### src/rtl/car_ctrl_pkg.sv
// Shared move codes, key bit positions and decode helpers for the car motion path.
package car_ctrl_pkg;

    typedef enum logic [3:0] {
        MV_FWD  = 4'd0,
        MV_WA   = 4'd1,
        MV_WD   = 4'd2,
        MV_S    = 4'd3,
        MV_A    = 4'd4,
        MV_D    = 4'd5,
        MV_AS   = 4'd6,
        MV_DS   = 4'd7,
        MV_STOP = 4'd8
    } move_cmd_e;

    typedef enum logic {
        TX_IDLE = 1'b0,
        TX_PEND = 1'b1
    } tx_state_e;

    localparam int KEY_W    = 0;
    localparam int KEY_S    = 1;
    localparam int KEY_A    = 2;
    localparam int KEY_D    = 3;
    localparam int KEY_WA   = 4;
    localparam int KEY_WD   = 5;
    localparam int KEY_AS   = 6;
    localparam int KEY_DS   = 7;
    localparam int KEY_STOP = 8;

    localparam logic [3:0] STOP_CODE = 4'd8;

    function automatic move_cmd_e decode_auto(input logic [3:0] code);
        return (code > STOP_CODE) ? MV_STOP : move_cmd_e'(code);
    endfunction

    // Diagonals outrank the plain directions so a chorded press is not split.
    function automatic move_cmd_e key_to_cmd(input logic [8:0] keys);
        if (keys[KEY_STOP])    return MV_STOP;
        else if (keys[KEY_WA]) return MV_WA;
        else if (keys[KEY_WD]) return MV_WD;
        else if (keys[KEY_AS]) return MV_AS;
        else if (keys[KEY_DS]) return MV_DS;
        else if (keys[KEY_W])  return MV_FWD;
        else if (keys[KEY_S])  return MV_S;
        else if (keys[KEY_A])  return MV_A;
        else if (keys[KEY_D])  return MV_D;
        else                   return MV_STOP;
    endfunction

endpackage

### src/rtl/speed_ramp.sv
// Speed ramp: free-running step divider and a current speed that walks one level
// per step toward the target, with an immediate clear for emergency stops.
module speed_ramp
    import car_ctrl_pkg::*;
#(
    parameter int SPEED_W  = 4,
    parameter int RAMP_DIV = 2_500_000
) (
    input  logic               clk,
    input  logic               rst_n,
    input  logic               clear,
    input  logic [SPEED_W-1:0] target,
    output logic [SPEED_W-1:0] cur_speed
);

    localparam int DIV_W = (RAMP_DIV > 1) ? $clog2(RAMP_DIV) : 1;
    localparam logic [DIV_W-1:0] DIV_RELOAD = DIV_W'(RAMP_DIV - 1);

    logic [DIV_W-1:0] div_cnt;
    logic             tick;

    assign tick = (div_cnt == '0);

    always_ff @(posedge clk or negedge rst_n) begin
        if (!rst_n) begin
            div_cnt   <= '0;
            cur_speed <= '0;
        end else begin
            div_cnt <= tick ? DIV_RELOAD : div_cnt - 1'b1;
            if (clear) begin
                cur_speed <= '0;
            end else if (tick) begin
                if (cur_speed < target)
                    cur_speed <= cur_speed + 1'b1;
                else if (cur_speed > target)
                    cur_speed <= cur_speed - 1'b1;
            end
        end
    end

endmodule

### src/rtl/motion_cmd_sequencer.sv
// Arbitrates manual keys vs autonomous commands, ramps speed, guards the auto link
// with a watchdog and hands {move_cmd, speed_level} frames to uart_comm.
//  state   | meaning
//  TX_IDLE | no frame outstanding; launch on first frame, change or refresh timeout
//  TX_PEND | frame presented with valid=1, waiting for ready
module motion_cmd_sequencer
    import car_ctrl_pkg::*;
#(
    parameter int SPEED_W        = 4,
    parameter int MAX_SPEED      = 15,
    parameter int RAMP_DIV       = 2_500_000,
    parameter int WDOG_CYCLES    = 25_000_000,
    parameter int REFRESH_CYCLES = 5_000_000
) (
    input  logic               clk,
    input  logic               rst_n,
    input  logic               manual_on,
    input  logic               auto_on,
    input  logic [8:0]         keys,
    input  logic [SPEED_W-1:0] manual_speed,
    input  logic [3:0]         auto_cmd,
    input  logic [SPEED_W-1:0] auto_speed,
    input  logic               auto_valid,
    output logic [3:0]         move_cmd,
    output logic [SPEED_W-1:0] speed_level,
    output logic               valid,
    input  logic               ready,
    output logic               wdog_trip
);

    localparam int WD_W  = $clog2(WDOG_CYCLES + 1);
    localparam int REF_W = $clog2(REFRESH_CYCLES + 1);
    localparam logic [WD_W-1:0]    WD_LAST  = WD_W'(WDOG_CYCLES - 1);
    localparam logic [REF_W-1:0]   REF_LAST = REF_W'(REFRESH_CYCLES - 1);
    localparam logic [SPEED_W-1:0] MAX_LVL  = SPEED_W'(MAX_SPEED);

    logic               manual_mode, auto_mode;
    move_cmd_e          auto_cmd_r;
    logic [SPEED_W-1:0] auto_speed_r;
    logic [WD_W-1:0]    wdog_cnt;

    move_cmd_e          req_cmd;
    logic [SPEED_W-1:0] req_speed;
    move_cmd_e          cur_cmd;
    logic [SPEED_W-1:0] cur_speed;
    logic               ramp_clear, cmd_load;
    logic [SPEED_W-1:0] ramp_target;

    tx_state_e          tx_state, tx_state_nxt;
    move_cmd_e          pay_cmd, pay_cmd_nxt, last_cmd, last_cmd_nxt;
    logic [SPEED_W-1:0] pay_speed, pay_speed_nxt, last_speed, last_speed_nxt;
    logic               valid_nxt, sent_ok, sent_ok_nxt;
    logic [REF_W-1:0]   refresh_cnt, refresh_nxt;

    assign manual_mode = manual_on && !auto_on;
    assign auto_mode   = auto_on && !manual_on;

    always_ff @(posedge clk or negedge rst_n) begin
        if (!rst_n) begin
            auto_cmd_r   <= MV_STOP;
            auto_speed_r <= '0;
        end else if (auto_valid) begin
            auto_cmd_r   <= decode_auto(auto_cmd);
            auto_speed_r <= auto_speed;
        end
    end

    // A strobe in the same cycle as expiry wins, so the trip never asserts then.
    always_ff @(posedge clk or negedge rst_n) begin
        if (!rst_n) begin
            wdog_cnt  <= '0;
            wdog_trip <= 1'b0;
        end else if (!auto_mode || auto_valid) begin
            wdog_cnt  <= '0;
            wdog_trip <= 1'b0;
        end else if (wdog_cnt == WD_LAST) begin
            wdog_trip <= 1'b1;
        end else begin
            wdog_cnt <= wdog_cnt + 1'b1;
        end
    end

    always_comb begin
        req_cmd   = MV_STOP;
        req_speed = '0;
        if (manual_mode) begin
            req_cmd   = key_to_cmd(keys);
            req_speed = manual_speed;
        end else if (auto_mode && !wdog_trip) begin
            req_cmd   = auto_cmd_r;
            req_speed = auto_speed_r;
        end
    end

    // Direction only changes once the car is at standstill.
    always_comb begin
        ramp_clear  = (req_cmd == MV_STOP);
        ramp_target = '0;
        cmd_load    = 1'b0;
        if (!ramp_clear) begin
            if (req_cmd != cur_cmd)
                cmd_load = (cur_speed == '0);
            else
                ramp_target = (req_speed > MAX_LVL) ? MAX_LVL : req_speed;
        end
    end

    always_ff @(posedge clk or negedge rst_n) begin
        if (!rst_n)
            cur_cmd <= MV_STOP;
        else if (ramp_clear)
            cur_cmd <= MV_STOP;
        else if (cmd_load)
            cur_cmd <= req_cmd;
    end

    speed_ramp #(
        .SPEED_W  (SPEED_W),
        .RAMP_DIV (RAMP_DIV)
    ) u_speed_ramp (
        .clk       (clk),
        .rst_n     (rst_n),
        .clear     (ramp_clear),
        .target    (ramp_target),
        .cur_speed (cur_speed)
    );

    always_ff @(posedge clk or negedge rst_n) begin
        if (!rst_n) begin
            tx_state    <= TX_IDLE;
            valid       <= 1'b0;
            pay_cmd     <= MV_STOP;
            pay_speed   <= '0;
            last_cmd    <= MV_STOP;
            last_speed  <= '0;
            sent_ok     <= 1'b0;
            refresh_cnt <= '0;
        end else begin
            tx_state    <= tx_state_nxt;
            valid       <= valid_nxt;
            pay_cmd     <= pay_cmd_nxt;
            pay_speed   <= pay_speed_nxt;
            last_cmd    <= last_cmd_nxt;
            last_speed  <= last_speed_nxt;
            sent_ok     <= sent_ok_nxt;
            refresh_cnt <= refresh_nxt;
        end
    end

    always_comb begin
        tx_state_nxt   = tx_state;
        valid_nxt      = valid;
        pay_cmd_nxt    = pay_cmd;
        pay_speed_nxt  = pay_speed;
        last_cmd_nxt   = last_cmd;
        last_speed_nxt = last_speed;
        sent_ok_nxt    = sent_ok;
        refresh_nxt    = (refresh_cnt >= REF_LAST) ? refresh_cnt : refresh_cnt + 1'b1;
        case (tx_state)
            TX_IDLE: begin
                if (!sent_ok || cur_cmd != last_cmd || cur_speed != last_speed
                    || refresh_cnt >= REF_LAST) begin
                    pay_cmd_nxt   = cur_cmd;
                    pay_speed_nxt = cur_speed;
                    valid_nxt     = 1'b1;
                    tx_state_nxt  = TX_PEND;
                end
            end
            TX_PEND: begin
                if (ready) begin
                    valid_nxt      = 1'b0;
                    last_cmd_nxt   = pay_cmd;
                    last_speed_nxt = pay_speed;
                    sent_ok_nxt    = 1'b1;
                    refresh_nxt    = '0;
                    tx_state_nxt   = TX_IDLE;
                end
            end
            default: tx_state_nxt = TX_IDLE;
        endcase
    end

    assign move_cmd    = pay_cmd;
    assign speed_level = pay_speed;

endmodule

### config.mk
export PLATFORM = sky130hd
export DESIGN_NAME = motion_cmd_sequencer
export DESIGN_NICKNAME = d
export VERILOG_FILES = /design/src/rtl/car_ctrl_pkg.sv /design/src/rtl/speed_ramp.sv /design/src/rtl/motion_cmd_sequencer.sv
export SDC_FILE = /design/constraint.sdc
export NUM_CORES = 1
export LEC_CHECK = 0
export BUFFER_PORTS_ARGS = -buffer_cell sky130_fd_sc_hd__buf_2
export CORE_ASPECT_RATIO = 0.75
export CORE_MARGIN = 3
export CORE_UTILIZATION = 37
export CTS_CLUSTER_SIZE = 24
export DETAILED_ROUTE_END_ITERATION = 10
export PLACE_DENSITY_LB_ADDON = 0.05
export SETUP_SLACK_MARGIN = 0.5
export SLEW_MARGIN = 20
export SYNTH_ARGS = -nofsm -noshare
export SYNTH_HDL_FRONTEND = slang
export SYNTH_SLANG_ARGS = --single-unit
export TNS_END_PERCENT = 20
### constraint.sdc
create_clock -name clk -period 4.8 [get_ports clk]
set_clock_uncertainty 0.05 [all_clocks]
set_input_delay 0.72 -clock clk [delete_from_list [all_inputs] [get_ports clk]]
set_output_delay 0.72 -clock clk [all_outputs]
set_load 0.005 [all_outputs]
# Word level (Yosys, flattened, before mapping)
# Index checks and enable logic that the tools add are counted.
# totals
register_bits	106
input_bits	27
output_inout_bits	10
word_cells	95
# classes
n_addsub	5
n_lt_le_gt_ge	5
n_eq_ne	8
mux	39
n_bitwise	1
n_reduce_logical	22
# op_table
op	n
4-bit two-way mux	23
23-bit two-way mux	3
25-bit two-way mux	2
25-bit by 1-bit adder with 25-bit output (second input constant)	1
25-bit equality test (second input constant)	1
23-bit by 1-bit adder with 23-bit output (second input constant)	1
23-bit greater-or-equal comparator (second input constant)	1
22-bit logical NOT	1
22-bit two-way mux	1
22-bit by 1-bit subtractor with 22-bit output (second input constant)	1
4-bit inequality test	3
4-bit > comparator (second input constant)	2
1-bit two-way mux	8
2-bit AND reduction	4
2-bit inequality test (second input constant)	3
2-bit nonzero test	3
1-bit logical NOT	5
4-bit by 1-bit adder with 4-bit output (second input constant)	1
4-bit equality test (second input constant)	1
4-bit > comparator	1
4-bit logical NOT	1
1-bit logical OR	4
4-bit less-than comparator	1
1-bit one-hot mux with 2 select lines	2
other kinds (4)	6

# Logic depth before layout (Yosys ltp)
# Gate-level depths: netlist of the first run.
# depth
word_depth	18
mapped_depth	18
depth_no_buf	17

# Cells and area by module
# From an unflattened synthesis of the first run, not the netlist that was laid out.
# unflattened
hier_cells	587
area_unflattened_um2	5683.0
# by_module_without_submodules
mod	n_inst	cells_each	area_per_inst_um2	seq_area_each_um2
motion_cmd_sequencer	1	445	4261.6	2006.9
speed_ramp	1	142	1421.4	650.6

# Worst setup path after synthesis of the first run
# OpenSTA, ideal clock, no wires.
# synth_path
path_kind	input port to flip-flop
from	in auto_on
to	reg u_speed_ramp.cur_speed[3]
setup_time_ps	150
t_arrival_ps	4239
t_required_ps	4600
slack_ps	362
stages	17
n_path_buf	1
path_cell_list	or3b_1 > buf_6 > a211oi_4 > nor3_1 > or3_1 > a2111o_1 > or2_1 > ha_1 > a21oi_1 > o21ai_0 > ha_1 > a21o_1 > a21oi_1 > xnor2_1 > nand2_1 > xor2_1 > nor2_1
# synth_between
elab_chain_len	12
word_cells_on_any_way	22
classes_between	3 x order compare; 2 x eq/ne; 10 x mux; 7 x reduce/logical
# synth_lines
item	line	source
start, declared	motion_cmd_sequencer.sv:18	input logic auto_on,
1-bit logical AND	motion_cmd_sequencer.sv:56	assign auto_mode = auto_on && !manual_on;
1-bit logical AND	motion_cmd_sequencer.sv:89	end else if (auto_mode && !wdog_trip) begin
4-bit two-way mux	motion_cmd_sequencer.sv:89	
4-bit two-way mux	motion_cmd_sequencer.sv:86	if (manual_mode) begin
4-bit > comparator	motion_cmd_sequencer.sv:104	ramp_target = (req_speed > MAX_LVL) ? MAX_LVL : req_speed;
4-bit two-way mux	motion_cmd_sequencer.sv:104	
4-bit two-way mux	motion_cmd_sequencer.sv:101	if (req_cmd != cur_cmd)
4-bit two-way mux	motion_cmd_sequencer.sv:100	if (!ramp_clear) begin
4-bit less-than comparator	speed_ramp.sv:33	if (cur_speed < target)
4-bit two-way mux	speed_ramp.sv:33	
4-bit two-way mux	speed_ramp.sv:32	end else if (tick) begin
4-bit two-way mux	speed_ramp.sv:30	if (clear) begin
end signal, assigned	speed_ramp.sv:34	cur_speed <= cur_speed + 1'b1;
end signal, assigned	speed_ramp.sv:36	cur_speed <= cur_speed - 1'b1;
end, declared	speed_ramp.sv:13	output logic [SPEED_W-1:0] cur_speed
# Parallel ways exist; a longest one is shown, timed or not. The select of a mux whose other input is x is not followed.
# A chain may end at the register's enable or synchronous reset.

# Worst setup path after layout of the first run
# Ends and elaborated chain as after synthesis.

==> qor.yml, run 1 <==
logic_synthesis:
  synth_nets: 575
  syn_area_mm2: 0.005371
  ys.flop_type: "dfrtp_1"
  synth-seq-cells: 106
  async_reset_ff_share_pct: 100.0
  syn_area_per_cell_um2: 9.984
  yosys_warnings: 0
  yosysUniqueCellTypes: 55
  ys_seq_area_share_pct: 49.48
  synth_edf_count: 0
  postSynthCellCount: 538
floorplanning:
  fp.dieH_um: 110.3
  rows: 37
  core_mm2: 0.01393
  die_area_mm2: 0.01601
  start_util_pct: 38.55
  die_w_um: 145.1
  pin_count: 37
grt:
  antenna_found_initial: 0
  grt_pass1_wl_mm: 18.94
  grt_use_total_pct: 14.70
  grt_max_degree: 73
  grt_pass1_vias: 3813
  grt_overflow_total: 0
sta:
  worst_slack_ns: 0.6761
  rsz0062_at_grt: "false"
  worst_pin_slew_ns: 0.9850
  period_share_pct: 85.91
  finalCriticalPeriod_ns: 4.124
  fmax_mhz: 242.5
  hold_viol_final: 0
  finalSetupViolations: 0
  slew_viol_final: 0
  finalSetupTns_ns: 0
  slew_headroom_pct: 33.72
worst_hold_path:
  holdPathStages: 1
  hp-class: "reg2reg"
run_status:
  outcome: "finished, final reports clean"
cells_and_area:
  top_regs: "wdog_cnt x25, refresh_cnt x23, u_speed_ramp.div_cnt x22"
  max_flop_register: "wdog_cnt"
  final-seq-area_mm2: 0.002658
  n_antenna_cell: 0
  layout_common_cells: "102 x dfrtp_1, 84 x nor2_1, 40 x nand2_1"
  fill_cells: 1337
  finalNetCount: 613
  final_cell_area_mm2: 0.006132
  final_common_cell: "dfrtp_1"
  area_delta_synth_final_pct: 14.16
  largest_register_ffs: 25
  layout-drive-gt1-share_pct: 16.35
  finish.utilization_pct: 44.01
  multi_input_area_mm2: 0.002608
power_and_ir_drop:
  switching_power_mw: 0.5315
  sw_frac_of_total_pct: 25.15
  p_leak_nw: 2.625
  clockPowerShare_pct: 39.2
  pwr-share-comb_pct: 13.3
  p_total_mw: 2.113
  peakVddDrop_mv: 0.1575
  p_int_mw: 1.582
  p_per_area_mw_per_mm2: 344.6
  p_seq_share_pct: 47.6
placed_design:
  post-place-ws_ns: 0.1283
  gp_congestion: 0.7602
  dp_hpwl_mm: 7.504
  portBuffers: 36
  placed_cell_area_mm2: 0.005776
setup_path:
  critPathLaunchType: "input port"
  critPathRequiredTime_ns: 4.95
  worstSetupEndpointType: "flip-flop"
  cp_slowest_stage_delay_ns: 0.45
  cp_num_buf_inv: 1
  path_depth: 17
  crit_slowest_cell: "or3b_4"
  path_cells: "buf_2, or3b_4, a211oi_4, nor3_1, or3_1, a2111o_1, or2_1, ha_1, a21oi_1, o21ai_4, ha_1, a21o_1, a21oi_1, xnor2_1, nand2_1, xor2_1, nor2_1"
  critical_path_class: "in2reg"
  crit_family: "compound AO/OA/AOI/OAI gates"
  ff2ff_path_depth: 15
  arrival_ns: 4.27
  worstPathMaxFanout: 7
clocking:
  cts_setup_buffers: 0
  cts.path.max_buffers: 2
  clock_latency_ns: 0.35
  clock-sinks: 106
  cts-root-buf: "clkbuf_16"
  h-tree-depth: 3
  cts_buffers: 9
  clkTransAtPathRegs_ns: 0.07
  tritoncts: "done"
run:
  maxCapViolCount: 0
routing:
  routed_wirelength_mm: 10.64
  num_vias: 3769
  drt-pass1-iter-count: 4
  drtAntennaViolNets: 0
  first_iter_violations: 247
  drc: 0
  vias_per_cell: 4.857
  wire_per_inst_um: 13.70
-- final timing paths --
kind	from	to	slack (ns)
worst max-delay path	auto_on	u_speed_ramp.cur_speed[3]	0.68
worst min-delay path	u_speed_ramp.div_cnt[10]	u_speed_ramp.div_cnt[10]	0.42
worst max register to register	wdog_trip	u_speed_ramp.cur_speed[3]	0.91
worst min register to register	u_speed_ramp.div_cnt[10]	u_speed_ramp.div_cnt[10]	0.42
max in group asynchronous	rst_n	cur_cmd[3]	3.21
min in group asynchronous	rst_n	valid	0.45
-- synth_stat cells (3+ instances only) --
cell type,instances,area (um2)
a22oi_1,5,37.54
a21oi_1,16,80.08
nor2_1,84,315.3
xor2_1,33,289.0
xnor2_1,34,297.8
or3_1,13,81.33
and2_1,3,18.77
ha_1,9,112.6
nor4_1,10,62.56
nor2b_1,8,50.05
or4_1,4,30.03
dfrtp_1,102,2552
inv_1,17,63.81
mux2i_1,5,50.05
and3_1,10,62.56
o31ai_1,5,37.54
nand4_1,9,56.30
mux2_2,22,247.7
or2_1,3,18.77
nor3_1,12,60.06
and4_1,3,26.28
dfstp_2,4,105.1
nand2b_1,4,25.02
clkbuf_1,13,48.80
nand2_1,40,150.1
nand3_1,20,100.1
nand3b_1,3,22.52
o21ai_0,17,85.08
-- what timing repair did --
action	CTS	global route
setup endpoints to repair	1	1
hold buffers	0	0
pin swaps	0	0
resized for setup	1	3
-- metal layers --
metal  routed length (um)  GRT usage [%]  vias to the layer above
li1                     -              -                     1923
met1                 5676          20.37                     1790
met5                    0              0                        -
met3                  413          4.373                       10
met4                  136          4.268                        0
met2                 4409          22.56                       46
-- final cells by class --
| type | instances | share of cell area (%) |
|---|---|---|
| clock buffers | 12 | 4.346 |
| clock inverters | 4 | 1.183 |
| inverters | 17 | 1.041 |
| multi-input cells | 401 | 42.52 |
| flip-flops and latches | 106 | 43.34 |
| well taps | 195 | 3.979 |
| repair buffers | 41 | 3.591 |
-- through the flow --
step / instances / hold WS [ns]
6_report: 776 / 0.4201
5_1_grt: 776 / 0.4692
4_1_cts: 776 / 0.4268
3_5_place_dp: 760 / 0.4046
3_3_place_gp: 760 / 0.4107
2_1_floorplan: 538 / 0.3744
-- kinds of logic (layout without fill, tap and decap cells) --
group                    Yosys count  after routing  synth area share (%)
multiplexers                      28             28                 5.823
XOR/XNOR                          67             67                 10.92
AND/OR/NAND/NOR                  236            236                 21.80
AO/OA/AOI/OAI                     60             60                 7.198
adder cells (fa/ha/maj)           10             10                 2.469
flip-flops                       106            106                 49.48
buffers and inverters             31             74                 2.306
-- power groups by stage --
stage | logic (mW) | registers, mW | clock network (mW)
3_5_place_dp | 0.286 | 1.02 | 0
3_3_place_gp | 0.282 | 1.02 | 0
6_report | 0.280 | 1.00 | 0.828
2_1_floorplan | 0.186 | 1.01 | 0
5_1_grt | 0.318 | 1.01 | 0.901
4_1_cts | 0.286 | 1.00 | 0.862
Note: power is estimated with default switching activity, not from simulation.
==> inputs of run 2 (changes only) <==
Settings changed: CORE_UTILIZATION 37 to 59.
==> run 2 against run 1 <==
  * Core utilization is 25 points higher
  * Highest routed layer unchanged
  * Via count is 3.0% higher
  * Register-to-register slack hardly changed
  * Combinational power is 2% higher
  * Largest cell class unchanged
  * Sequential power hardly changed
==> qor.yml, run 2 (synthesis results as in run 1) <==
sta:
  finalSetupViolations: 0
  slew_viol_final: 0
  finalCriticalPeriod_ns: 4.153
  rsz0062_at_grt: "false"
  finalSetupTns_ns: 0
  slew_headroom_pct: 30.72
  period_share_pct: 86.51
  hold_viol_final: 0
  fmax_mhz: 240.8
  worst_pin_slew_ns: 1.030
floorplanning:
  rows: 29
  core_mm2: 0.008672
  pin_count: 37
  fp.dieH_um: 88.63
  die_w_um: 116.2
  die_area_mm2: 0.01030
  start_util_pct: 61.94
cells_and_area:
  max_flop_register: "wdog_cnt"
  n_antenna_cell: 0
  top_regs: "wdog_cnt x25, refresh_cnt x23, u_speed_ramp.div_cnt x22"
  layout-drive-gt1-share_pct: 17.12
  finish.utilization_pct: 69.12
  area_delta_synth_final_pct: 11.60
  largest_register_ffs: 25
  layout_common_cells: "102 x dfrtp_1, 84 x nor2_1, 39 x nand2_1"
  finalNetCount: 616
  final_common_cell: "dfrtp_1"
power_and_ir_drop:
  p_seq_share_pct: 51.6
  sw_frac_of_total_pct: 26.35
  p_per_area_mw_per_mm2: 325.6
  p_leak_nw: 2.603
  clockPowerShare_pct: 33.8
  switching_power_mw: 0.5144
  p_int_mw: 1.438
  peakVddDrop_mv: 0.1739
  pwr-share-comb_pct: 14.6
clocking:
  postCtsHoldBufs: 0
  clock-sinks: 106
  clock_latency_ns: 0.34
  cts-root-buf: "clkbuf_16"
  tritoncts: "done"
  clkTransAtPathRegs_ns: 0.06
  h-tree-depth: 3
  cts_buffers: 9
  cts.path.max_buffers: 2
grt:
  grt_overflow_total: 0
  grt_use_total_pct: 21.76
  grt_max_degree: 77
  grt_pass1_wl_mm: 17.86
  antenna_found_initial: 0
  grt_pass1_vias: 3802
routing:
  drt-pass1-iter-count: 5
  routed_wirelength_mm: 10.34
  vias_per_cell: 5.608
  wire_per_inst_um: 14.94
  num_vias: 3881
  first_iter_violations: 263
  drtAntennaViolNets: 0
  drc: 0
worst_hold_path:
  holdPathStages: 1
  hp-class: "reg2reg"
  whs_endpoint: "u_speed_ramp.div_cnt[4]"
  hp-start: "u_speed_ramp.div_cnt[4]"
setup_path:
  critPathRequiredTime_ns: 4.93
  arrival_ns: 4.29
  ff2ff_path_depth: 16
  worstPathMaxFanout: 5
  r2r_setup_slack_ns: 0.91
  rr_endpoint: "u_speed_ramp.cur_speed[3]"
  critical_path_class: "in2reg"
  r2r_start: "wdog_trip"
  worstSetupEndpointType: "flip-flop"
  critPathLaunchType: "input port"
  worstSetupStartpoint: "manual_on"
run_status:
  outcome: "finished, final reports clean"
run:
  maxCapViolCount: 0
placed_design:
  dp_hpwl_mm: 7.175
  gp_congestion: 0.8342
  portBuffers: 36
## run 2: layout make-up
| type | instances | area [um2] |
|---|---|---|
| Fill cell | 681 | 2678 |
| Sequential cell | 106 | 2658 |
| Multi-Input combinational cell | 401 | 2631 |
| Timing Repair Buffer | 44 | 242.7 |
| Clock buffer | 11 | 232.7 |
| Tap cell | 108 | 135.1 |
| Inverter | 17 | 63.81 |
| Clock inverter | 5 | 31.28 |
## run 2: worst max-delay path by stage
stage | endpoint | cells after the start
2_1_floorplan | u_speed_ramp.cur_speed[3] | 17
3_3_place_gp | u_speed_ramp.cur_speed[3] | 17
4_1_cts | u_speed_ramp.cur_speed[3] | 17
6_report | u_speed_ramp.cur_speed[3] | 17
3_5_place_dp | u_speed_ramp.cur_speed[3] | 17
5_1_grt | u_speed_ramp.cur_speed[3] | 17
## run 2: critical path, cell delays in order
cell      delay [ns]
buf_2           0.12
or3b_4          0.43
a211oi_4        0.25
nor3_1          0.08
or3_1           0.35
a2111o_1        0.47
or2_1           0.25
ha_1            0.31
a21oi_2         0.19
o21ai_4         0.08
ha_1            0.28
a21o_1          0.18
a21oi_2         0.16
xnor2_1         0.13
nand2_1         0.08
xor2_1          0.16
nor2_1          0.05
## run 2: stage by stage
stage | instance area, um2 | setup WS, ns | power [mW] | std cells | hold slack, ns
2_1_floorplan | 5371 | 0.5290 | 1.197 | 538 | 0.3744
3_3_place_gp | 5659 | 0.2454 | 1.293 | 672 | 0.4033
3_5_place_dp | 5659 | 0.09097 | 1.302 | 672 | 0.4084
4_1_cts | 5927 | 0.5439 | 1.969 | 688 | 0.4226
5_1_grt | 5995 | 0.4734 | 2.059 | 692 | 0.4469
6_report | 5995 | 0.6474 | 1.952 | 692 | 0.4264
## run 2: per-layer routing
layer	vias up	global-route usage, %	routed length (um)
met4	0	5.058	94
met5	-	0	0
li1	1933	-	-
met3	10	5.673	486
met2	74	34.05	4705
met1	1864	30.83	5050
## run 2: power by group through the flow
stage               sequential [mW]  clock [mW]  combinational (mW)
detailed placement             1.02           0               0.279
global route                   1.01       0.723               0.322
CTS                            1.01       0.682               0.281
finish                         1.01       0.660               0.285
global placement               1.02           0               0.273
floorplan                      1.01           0               0.186
## run 2: what timing repair did
action / 4_1_cts / 5_1_grt
pin swaps: 0 / 6
buffers inserted: 0 / 4
resized for setup: 1 / 8
setup endpoints to repair: 1 / 2
==> inputs of run 3 (changes only) <==
Settings changed: CORE_ASPECT_RATIO 0.75 to not set.
==> run 3 against run 2 <==
  * Critical path depth did not move
  * Final cell count fell by 0.58%
  * Cell area fell by 2.1%
  * Hold slack got worse by 0.0037 ns
  * First-iteration DRC count fell by 49%
  * Worst setup slack improved by 0.087 ns
  * Die area fell by 0.11%
  * Critical endpoint unchanged
  * Routed wire length fell by 5.1%
==> qor.yml, run 3 (synthesis results as in run 1) <==
setup_path:
  critical_path_class: "in2reg"
  worstSetupEndpointType: "flip-flop"
  arrival_ns: 4.23
  critPathLaunchType: "input port"
  worstPathMaxFanout: 7
  crit_slowest_cell: "or3b_4"
  path_cells: "buf_2, or3b_4, a211oi_4, nor3_1, or3_1, a2111o_1, or2_1, ha_1, a21oi_1, o21ai_4, ha_1, a21o_1, a21oi_1, xnor2_1, nand2_1, xor2_1, nor2_1"
  cp_slowest_stage_delay_ns: 0.44
  critPathRequiredTime_ns: 4.97
cells_and_area:
  fill_cells: 697
  max_flop_register: "wdog_cnt"
  finalNetCount: 612
  largest_register_ffs: 25
  top_regs: "wdog_cnt x25, refresh_cnt x23, u_speed_ramp.div_cnt x22"
  layout_common_cells: "102 x dfrtp_1, 84 x nor2_1, 40 x nand2_1"
  layout-drive-gt1-share_pct: 15.69
  finish.utilization_pct: 66.93
  area_delta_synth_final_pct: 9.201
  final_common_cell: "dfrtp_1"
  n_antenna_cell: 0
  final_cell_area_mm2: 0.005866
grt:
  grt_overflow_total: 0
  grt_use_total_pct: 21.31
  grt_pass1_wl_mm: 17.71
  grt_max_degree: 75
  grt_pass1_vias: 3958
  antenna_found_initial: 0
routing:
  first_iter_violations: 133
  wire_per_inst_um: 14.25
  drc: 0
  drtAntennaViolNets: 0
  vias_per_cell: 5.677
  num_vias: 3906
  drt-pass1-iter-count: 4
  routed_wirelength_mm: 9.804
placed_design:
  dp_hpwl_mm: 7.060
  portBuffers: 36
  placed_cell_area_mm2: 0.005659
  gp_congestion: 0.8235
clocking:
  tritoncts: "done"
  cts.path.max_buffers: 2
  clock-sinks: 106
  cts-root-buf: "clkbuf_8"
  postCtsHoldBufs: 0
  clock_latency_ns: 0.36
  cts_buffers: 9
  clkTransAtPathRegs_ns: 0.10
  h-tree-depth: 3
sta:
  worst_pin_slew_ns: 1.001
  period_share_pct: 84.70
  finalSetupTns_ns: 0
  finalSetupViolations: 0
  finalCriticalPeriod_ns: 4.066
  slew_headroom_pct: 32.65
  hold_viol_final: 0
  fmax_mhz: 246.0
  whs_ns: 0.4227
  slew_viol_final: 0
  rsz0062_at_grt: "false"
floorplanning:
  start_util_pct: 61.29
  fp.dieH_um: 101.4
  core_mm2: 0.008763
  die_area_mm2: 0.01029
  rows: 34
  die_w_um: 101.4
  pin_count: 37
worst_hold_path:
  hp-class: "in2async"
run_status:
  outcome: "finished, final reports clean"
run:
  maxCapViolCount: 0
power_and_ir_drop:
  p_per_area_mw_per_mm2: 309.0
  p_total_mw: 1.812
  p_leak_nw: 2.537
  peakVddDrop_mv: 0.1844
-- run 3: cell types whose count changed in the layout (fill, tap and decap cells not counted), sizes merged --
cell	previous run	this run
buf	44	40
bufinv	0	1
clkinvlp	1	3
clkinv	4	0
clkbuf	11	12
-- run 3: worst paths after layout --
check	from	endpoint	slack, ns	depth (start not counted)
min	rst_n	speed_level[2]	0.42	1
min in group clk	sent_ok	sent_ok	0.43	1
max	auto_on	u_speed_ramp.cur_speed[3]	0.73	17
max reg2reg	wdog_trip	u_speed_ramp.cur_speed[3]	0.94	15
max in group asynchronous	rst_n	cur_cmd[3]	3.30	2
min reg2reg	sent_ok	sent_ok	0.43	1
-- run 3: layer usage --
metal  vias to the layer above  wire, um  global-route usage [%]
li1                       1918         -                       -
met1                      1903      4459                   27.38
met2                        68      4808                   35.76
met3                        17       379                   5.579
met4                         0       156                   6.033
met5                         -         0                       0
-- run 3: timing repair --
item | 4_1_cts | 5_1_grt
endpoints found under the setup margin | 0 | 2
resized for setup | 0 | 5
buffers inserted | 0 | 0
-- run 3: worst max-delay path, delay by kind of cell --
kind	cells	cell delay (ns)
and+or+nand+nor	6	1.24
xor gates and xnor gates	2	0.27
buffers and inverters	1	0.12
adders and majority gates	2	0.58
AOI/OAI and AO/OA	6	1.29
-- run 3: layout make-up --
cell class	count	area, um2	area share [%]
Inverter	17	63.81	1.088
Clock inverter	4	52.55	0.8959
Tap cell	108	135.1	2.304
Clock buffer	12	135.1	2.304
Sequential cell	106	2658	45.31
Timing Repair Buffer	40	212.7	3.626
Multi-Input combinational cell	401	2609	44.48
-- run 3: report_power, final --
group          total [mW]  switching, mW  internal (mW)  leakage, nW
registers            1.01         0.0496          0.956         1.37
logic               0.274          0.148          0.126         1.08
clock network       0.534          0.291          0.242       0.0828
total                1.81          0.489           1.32         2.54
-- run 3: through the flow --
stage,instances,setup WS [ns]
after global placement,672,0.2656
after floorplan,538,0.5290
final,688,0.7343
after CTS,688,0.5463
after detailed placement,672,0.1506
after global routing,688,0.5573
